==> src/rtl/vram_text_writer.sv <==
`default_nettype none
// ============================================================================
// Module  : vram_text_writer
// Brief   : Character stream to text-mode VRAM writer with clear and scroll.
// Revision: 1.0
// ============================================================================
module vram_text_writer #(
    parameter int         COLS  = 80,
    parameter int         ROWS  = 30,
    parameter logic [7:0] BLANK = 8'h20
) (
    input  logic        clk_25mhz,
    input  logic        reset,
    input  logic        char_valid,
    input  logic [7:0]  char_data,
    output logic        char_ready,
    output logic [19:0] addr_write,
    output logic [7:0]  vram_write_data,
    output logic        vram_we,
    output logic [19:0] addr_rd,
    input  logic [7:0]  vram_rd_data,
    output logic [4:0]  cursor_row,
    output logic [6:0]  cursor_col,
    output logic        busy
);

    localparam logic [19:0] C_COLS_A        = 20'(COLS);
    localparam logic [19:0] C_LAST_ADDR     = 20'(ROWS * COLS - 1);
    localparam logic [19:0] C_LAST_ROW_BASE = 20'((ROWS - 1) * COLS);
    localparam logic [4:0]  C_LAST_ROW      = 5'(ROWS - 1);
    localparam logic [6:0]  C_LAST_COL      = 7'(COLS - 1);

    typedef enum logic [2:0] {
        S_IDLE        = 3'd0,
        S_WRITE       = 3'd1,
        S_CLEAR       = 3'd2,
        S_SCROLL_COPY = 3'd3,
        S_SCROLL_FILL = 3'd4
    } state_t;

    state_t      state_q, state_d;
    logic [4:0]  row_q, row_d;
    logic [6:0]  col_q, col_d;
    logic        we_q, we_d;
    logic [19:0] addr_wr_q, addr_wr_d;
    logic [7:0]  wdata_q, wdata_d;
    logic [19:0] addr_rd_q, addr_rd_d;
    logic        rd_active_q, rd_active_d;
    logic        scroll_pend_q, scroll_pend_d;
    logic        ready_q, ready_d;
    logic        busy_q, busy_d;
    logic [19:0] w_cur_addr;

    assign w_cur_addr = (20'(row_q) * C_COLS_A) + 20'(col_q);

    always_comb begin
        state_d       = state_q;
        row_d         = row_q;
        col_d         = col_q;
        we_d          = 1'b0;
        addr_wr_d     = addr_wr_q;
        wdata_d       = wdata_q;
        addr_rd_d     = addr_rd_q;
        rd_active_d   = rd_active_q;
        scroll_pend_d = scroll_pend_q;

        case (state_q)
            S_IDLE: begin
                if (char_valid) begin
                    if (char_data >= 8'h20 && char_data <= 8'h7E) begin
                        state_d   = S_WRITE;
                        we_d      = 1'b1;
                        addr_wr_d = w_cur_addr;
                        wdata_d   = char_data;
                        if (col_q < C_LAST_COL) begin
                            col_d = col_q + 7'd1;
                        end else begin
                            col_d = 7'd0;
                            if (row_q < C_LAST_ROW) begin
                                row_d = row_q + 5'd1;
                            end else begin
                                scroll_pend_d = 1'b1;
                            end
                        end
                    end else begin
                        case (char_data)
                            8'h0A: begin
                                col_d = 7'd0;
                                if (row_q < C_LAST_ROW) begin
                                    row_d = row_q + 5'd1;
                                end else begin
                                    state_d     = S_SCROLL_COPY;
                                    addr_rd_d   = C_COLS_A;
                                    rd_active_d = 1'b1;
                                end
                            end
                            8'h0D: col_d = 7'd0;
                            8'h08: begin
                                // Stepping back one cell is always address-1, even across a row boundary.
                                if (col_q != 7'd0 || row_q != 5'd0) begin
                                    state_d   = S_WRITE;
                                    we_d      = 1'b1;
                                    addr_wr_d = w_cur_addr - 20'd1;
                                    wdata_d   = BLANK;
                                    if (col_q != 7'd0) begin
                                        col_d = col_q - 7'd1;
                                    end else begin
                                        row_d = row_q - 5'd1;
                                        col_d = C_LAST_COL;
                                    end
                                end
                            end
                            8'h0C: begin
                                state_d   = S_CLEAR;
                                row_d     = 5'd0;
                                col_d     = 7'd0;
                                addr_wr_d = 20'd0;
                                wdata_d   = BLANK;
                            end
                            default: ;
                        endcase
                    end
                end
            end
            S_WRITE: begin
                if (scroll_pend_q) begin
                    state_d       = S_SCROLL_COPY;
                    scroll_pend_d = 1'b0;
                    addr_rd_d     = C_COLS_A;
                    rd_active_d   = 1'b1;
                end else begin
                    state_d = S_IDLE;
                end
            end
            S_CLEAR: begin
                // The entry cycle has no strobe; the first write then lands on address 0.
                wdata_d = BLANK;
                if (!we_q) begin
                    we_d      = 1'b1;
                    addr_wr_d = 20'd0;
                end else if (addr_wr_q < C_LAST_ADDR) begin
                    we_d      = 1'b1;
                    addr_wr_d = addr_wr_q + 20'd1;
                end else begin
                    state_d = S_IDLE;
                end
            end
            S_SCROLL_COPY: begin
                // Read data for addr_rd is captured at the edge closing its cycle and written one row up.
                if (rd_active_q) begin
                    we_d      = 1'b1;
                    addr_wr_d = addr_rd_q - C_COLS_A;
                    wdata_d   = vram_rd_data;
                    if (addr_rd_q < C_LAST_ADDR) begin
                        addr_rd_d = addr_rd_q + 20'd1;
                    end else begin
                        rd_active_d = 1'b0;
                    end
                end else begin
                    state_d   = S_SCROLL_FILL;
                    we_d      = 1'b1;
                    addr_wr_d = C_LAST_ROW_BASE;
                    wdata_d   = BLANK;
                end
            end
            S_SCROLL_FILL: begin
                if (addr_wr_q < C_LAST_ADDR) begin
                    we_d      = 1'b1;
                    addr_wr_d = addr_wr_q + 20'd1;
                    wdata_d   = BLANK;
                end else begin
                    state_d = S_IDLE;
                end
            end
            default: state_d = S_IDLE;
        endcase

        ready_d = (state_d == S_IDLE);
        busy_d  = (state_d inside {S_CLEAR, S_SCROLL_COPY, S_SCROLL_FILL});
    end

    always_ff @(posedge clk_25mhz) begin
        if (reset) begin
            state_q       <= S_CLEAR;
            row_q         <= 5'd0;
            col_q         <= 7'd0;
            we_q          <= 1'b0;
            addr_wr_q     <= 20'd0;
            wdata_q       <= BLANK;
            addr_rd_q     <= 20'd0;
            rd_active_q   <= 1'b0;
            scroll_pend_q <= 1'b0;
            ready_q       <= 1'b0;
            busy_q        <= 1'b1;
        end else begin
            state_q       <= state_d;
            row_q         <= row_d;
            col_q         <= col_d;
            we_q          <= we_d;
            addr_wr_q     <= addr_wr_d;
            wdata_q       <= wdata_d;
            addr_rd_q     <= addr_rd_d;
            rd_active_q   <= rd_active_d;
            scroll_pend_q <= scroll_pend_d;
            ready_q       <= ready_d;
            busy_q        <= busy_d;
        end
    end

    assign char_ready      = ready_q;
    assign busy            = busy_q;
    assign vram_we         = we_q;
    assign addr_write      = addr_wr_q;
    assign vram_write_data = wdata_q;
    assign addr_rd         = addr_rd_q;
    assign cursor_row      = row_q;
    assign cursor_col      = col_q;

endmodule
`default_nettype wire

==> config.mk <==
export PLATFORM = sky130hd
export DESIGN_NAME = vram_text_writer
export DESIGN_NICKNAME = d
export VERILOG_FILES = /design/src/rtl/vram_text_writer.sv
export SDC_FILE = /design/constraint.sdc
export NUM_CORES = 1
export LEC_CHECK = 0
export CAP_MARGIN = 20
export CORE_ASPECT_RATIO = 2
export CORE_MARGIN = 4
export CORE_UTILIZATION = 50
export CTS_BUF_LIST = sky130_fd_sc_hd__clkbuf_8
export DETAILED_ROUTE_END_ITERATION = 16
export GPL_ROUTABILITY_DRIVEN = 0
export PLACE_DENSITY = 0.73
export SLEW_MARGIN = 25
export SYNTH_ARGS = -nofsm -noshare
export SYNTH_HDL_FRONTEND = slang
export SYNTH_SLANG_ARGS = --single-unit
export TNS_END_PERCENT = 100
==> constraint.sdc <==
create_clock -name clk_25mhz -period 4 [get_ports clk_25mhz]
set_input_delay 1 -clock clk_25mhz [delete_from_list [all_inputs] [get_ports clk_25mhz]]
set_output_delay 1 -clock clk_25mhz [all_outputs]
set_load 0.05 [all_outputs]
==> out/qor.csv <==
stage,metric,value,unit
grt,Total GRT Usage,0.282,
placed_design,Placement Setup Slack,0.182,ns
clock_tree,Clock Path Buffers,2,
worst_setup_path,WP data required,4.25,ns
timing,PnR worst setup slack,0.514,ns
grt,gr ovfl total,0,
timing,final period utilization,0.872,
logic_synthesis,share of flip-flops with an asynchronous set or reset,0,
die,row count,51,
placed_design,Placement Cell Area,0.00583,mm^2
routing,router iterations before antenna repair,5,
grt,antenna violations before repair,0,
worst_setup_path,CP max stage cell,clkdlybuf4s50_1,
power,sw frac,0.368,
timing,Peak Freq,287,MHz
worst_setup_path,worst r2r src,cursor_row[3],
worst_setup_path,crit-path max FO,11,
clock_tree,Clock transition at path regs,0.08,ns
placed_design,post-DP HPWL,12600,um
hold_path,Min-Delay Startpoint,addr_write[16],
timing,min cycle time layout,3.49,ns
worst_setup_path,critical path type,input pin to register,
die,I/O Pins,82,
grt,vias in the first global route,5396,
final_layout,fin nets,746,
clock_tree,clock sinks,68,
power,PwrDens,301,mW/mm^2
hold_path,Tightest Hold Check Type,register to register,
logic_synthesis,ys flop type,dfxtp_1,
die,DIE HEIGHT,148,um
die,total core area,0.00970,mm^2
die,full die area,0.0116,mm^2
clock_tree,Root Driver,clkbuf_8,
routing,final WL,16200,um
die,Starting Density,0.507,
worst_setup_path,Crit path arrival time,3.74,ns
logic_synthesis,Ys Warns,0,
routing,drt drc,0,
clock_tree,CTS H-tree lvls,3,
routing,drt initial violations,317,
worst_setup_path,CP Cell Sequence,clkdlybuf4s50_1 -> and4_1 -> a311oi_1 -> buf_4 -> o311ai_0 -> o211ai_2 -> nor4_4 -> a211o_1 -> nand2_1,
logic_synthesis,synthesized flop and latch total,68,
logic_synthesis,Post-Syn Instances,639,
clock_tree,Resized cells post-CTS,0,
worst_setup_path,startpoint types,input pin,
final_layout,Layout area overhead,22.4,%
logic_synthesis,sequential cell area fraction in the yosys report,0.277,
timing,Max Slew Vio Count,0,
timing,final hold violation count,0,
power,P_leak,2.31,nW
final_layout,Filler cells,896,
clock_tree,cts bufs inserted,9,
timing,Final TNS setup,0,ns
placed_design,Port Buffers,81,
power,Max IR drop VDD,220,uV
grt,first-pass GRT wire length,26100,um
timing,Slew @ Worst Pin,0.724,ns
clock_tree,cts hold-fix bufs,0,
logic_synthesis,Post-synth EDFFs,0,
final_layout,fin util,0.621,
final_layout,# diodes,0,
clock_tree,buffer count from post-CTS setup fixing,0,
worst_setup_path,delay of the slowest cell on the worst path,0.54,ns
power,Comb pwr share,0.279,
power,Int Pwr,1.14,mW
power,Seq pwr share,0.416,
timing,Max-slew headroom,0.513,
timing,Worst Skew,0.0132,ns
final_layout,layout cells sized above 1,0.0732,
logic_synthesis,syn nets,680,
routing,Routed Antenna Nets,0,
run_status,outcome,finished clean,
worst_setup_path,worst setup path startpoint,char_data[5],
final_layout,fin area,0.00602,mm^2
clock_tree,worst skew pair latency,0.35,ns
routing,via count,5324,
timing,final setup fails,0,
clock_tree,CTS tree,built,
logic_synthesis,mapped cell area,0.00492,mm^2
power,Sw Pwr,665,uW
logic_synthesis,Netlist cell types,70,
timing,unrepaired setup endpoints after global routing,no,
grt,largest net degree at the start of global routing,18,
worst_setup_path,Crit. End Element,register,
logic_synthesis,average size of a mapped cell,7.69,um^2
die,die extent in x,78.1,um
power,clock share of power,0.305,
routing,Vias/cell,6.32,
run,max-cap violations,0,
routing,post-DR wirelength/cell,19.3,um
-- path summary, 6_finish.rpt --
| check | end | slack, ns | cells past startpoint |
|---|---|---|---|
| worst max-delay path | addr_rd[9] | 0.51 | 9 |
| worst max register to register | addr_write[11] | 0.75 | 10 |
| worst min-delay path | addr_write[16] | 0.50 | 2 |
| worst min register to register | addr_write[16] | 0.50 | 2 |
-- per-stage QoR --
step                instances  hold slack (ns)  total power, mW
detailed placement        826            0.479             1.27
CTS                       842            0.500             1.81
global placement          826            0.486             1.26
floorplan                 639            0.506             1.10
finish                    842            0.502             1.81
global route              842            0.531             1.89
-- power groups by stage --
| stage | Clock (mW) | Sequential [mW] | Combinational [mW] |
|---|---|---|---|
| 3_5_place_dp | 0 | 0.767 | 0.500 |
| 3_3_place_gp | 0 | 0.765 | 0.493 |
| 2_1_floorplan | 0 | 0.850 | 0.248 |
| 4_1_cts | 0.558 | 0.751 | 0.502 |
| 6_report | 0.552 | 0.752 | 0.505 |
| 5_1_grt | 0.590 | 0.758 | 0.540 |
-- critical path: cells and delay by family --
family                 cells  cell delay, ns
buffers and inverters      2            0.72
and+or+nand+nor            3            0.82
AOI/OAI and AO/OA          4            1.19
-- layout make-up --
| type | count | area, um^2 | area share |
|---|---|---|---|
| multi-input combinational | 512 | 3310 | 0.550 |
| tap | 132 | 165 | 0.0274 |
| inverter | 18 | 67.6 | 0.0112 |
| timing repair buffer | 96 | 923 | 0.153 |
| clock inverter | 5 | 37.5 | 0.00624 |
| clock buffer | 11 | 151 | 0.0252 |
| sequential | 68 | 1360 | 0.226 |
-- layout by cell type, fill, tap and decap left out, drive strengths merged, types with 4 or more instances in the layout --
cell type and count:
o31ai 4, nor2b 6, xor2 13, o21ai 42, nor3 24, dfxtp 68, and2 9, a22oi 15
inv 19, a31oi 14, a211o 4, nor4 11, o22ai 8, clkdlybuf4s50 81, mux2i 7, a41oi 4
nand4 8, or4 6, or3 8, buf 15, nand3b 4, a21oi 45, nor2 66, nand2b 6
nand3 26, a211oi 15, clkbuf 11, nand2 55, a311oi 6, and3 9, a21o 9, xnor2 21
ha 20
-- Yosys cell counts (3+ instances only) --
cell type | number | share of area
or3_1 | 8 | 0.010
ha_1 | 20 | 0.051
o2111ai_1 | 3 | 0.0053
and3_1 | 9 | 0.011
a41oi_1 | 4 | 0.0071
inv_1 | 18 | 0.014
nand2_1 | 55 | 0.042
or4_1 | 3 | 0.0046
o21a_1 | 3 | 0.0046
and2_1 | 9 | 0.011
o22ai_1 | 7 | 0.0089
clkbuf_1 | 31 | 0.024
nor3b_1 | 3 | 0.0046
o21ai_0 | 42 | 0.043
a21oi_1 | 44 | 0.045
nand3b_1 | 4 | 0.0061
nand3_1 | 26 | 0.026
dfxtp_1 | 68 | 0.28
a211oi_1 | 15 | 0.023
a311oi_1 | 5 | 0.0089
nor3_1 | 22 | 0.022
nand2b_1 | 6 | 0.0076
a32o_1 | 3 | 0.0061
nand4_1 | 8 | 0.010
nor2_1 | 63 | 0.048
or4_4 | 3 | 0.0069
nor4_1 | 9 | 0.011
nor2_2 | 3 | 0.0038
xnor2_1 | 21 | 0.037
o311ai_0 | 3 | 0.0053
a221oi_1 | 3 | 0.0053
a211o_1 | 4 | 0.0071
xor2_1 | 13 | 0.023
mux2i_1 | 7 | 0.014
a31oi_1 | 14 | 0.018
o31ai_1 | 4 | 0.0061
nor2b_1 | 6 | 0.0076
a22oi_1 | 15 | 0.023
a21o_1 | 9 | 0.014
buf_2 | 7 | 0.0071
-- kinds of logic (layout without fill, tap and decap cells) --
family | count (synthesis) | count (layout) | synth area share
DFF | 68 | 68 | 0.277
and+or+nand+nor | 250 | 250 | 0.266
muxes | 7 | 7 | 0.0143
buffers and inverters | 59 | 130 | 0.0506
xor gates and xnor gates | 34 | 34 | 0.0606
AOI/OAI and AO/OA | 199 | 199 | 0.273
adders and majority gates | 22 | 22 | 0.0590
-- metal layers --
metal  track usage  share of wire  routed length (um)
met2         0.518           0.53                8670
met5             0              0                   0
met4         0.223          0.082                1330
met3        0.0412          0.039                 637
met1         0.271           0.34                5590
-- state kept, by name, indices dropped and copies added, names as in the netlist, 3 cells and up --
name             count
state_q              3
addr_write          20
cursor_row           5
vram_write_data      8
cursor_col           7
addr_rd             20
(Power assumes the default switching activity.)
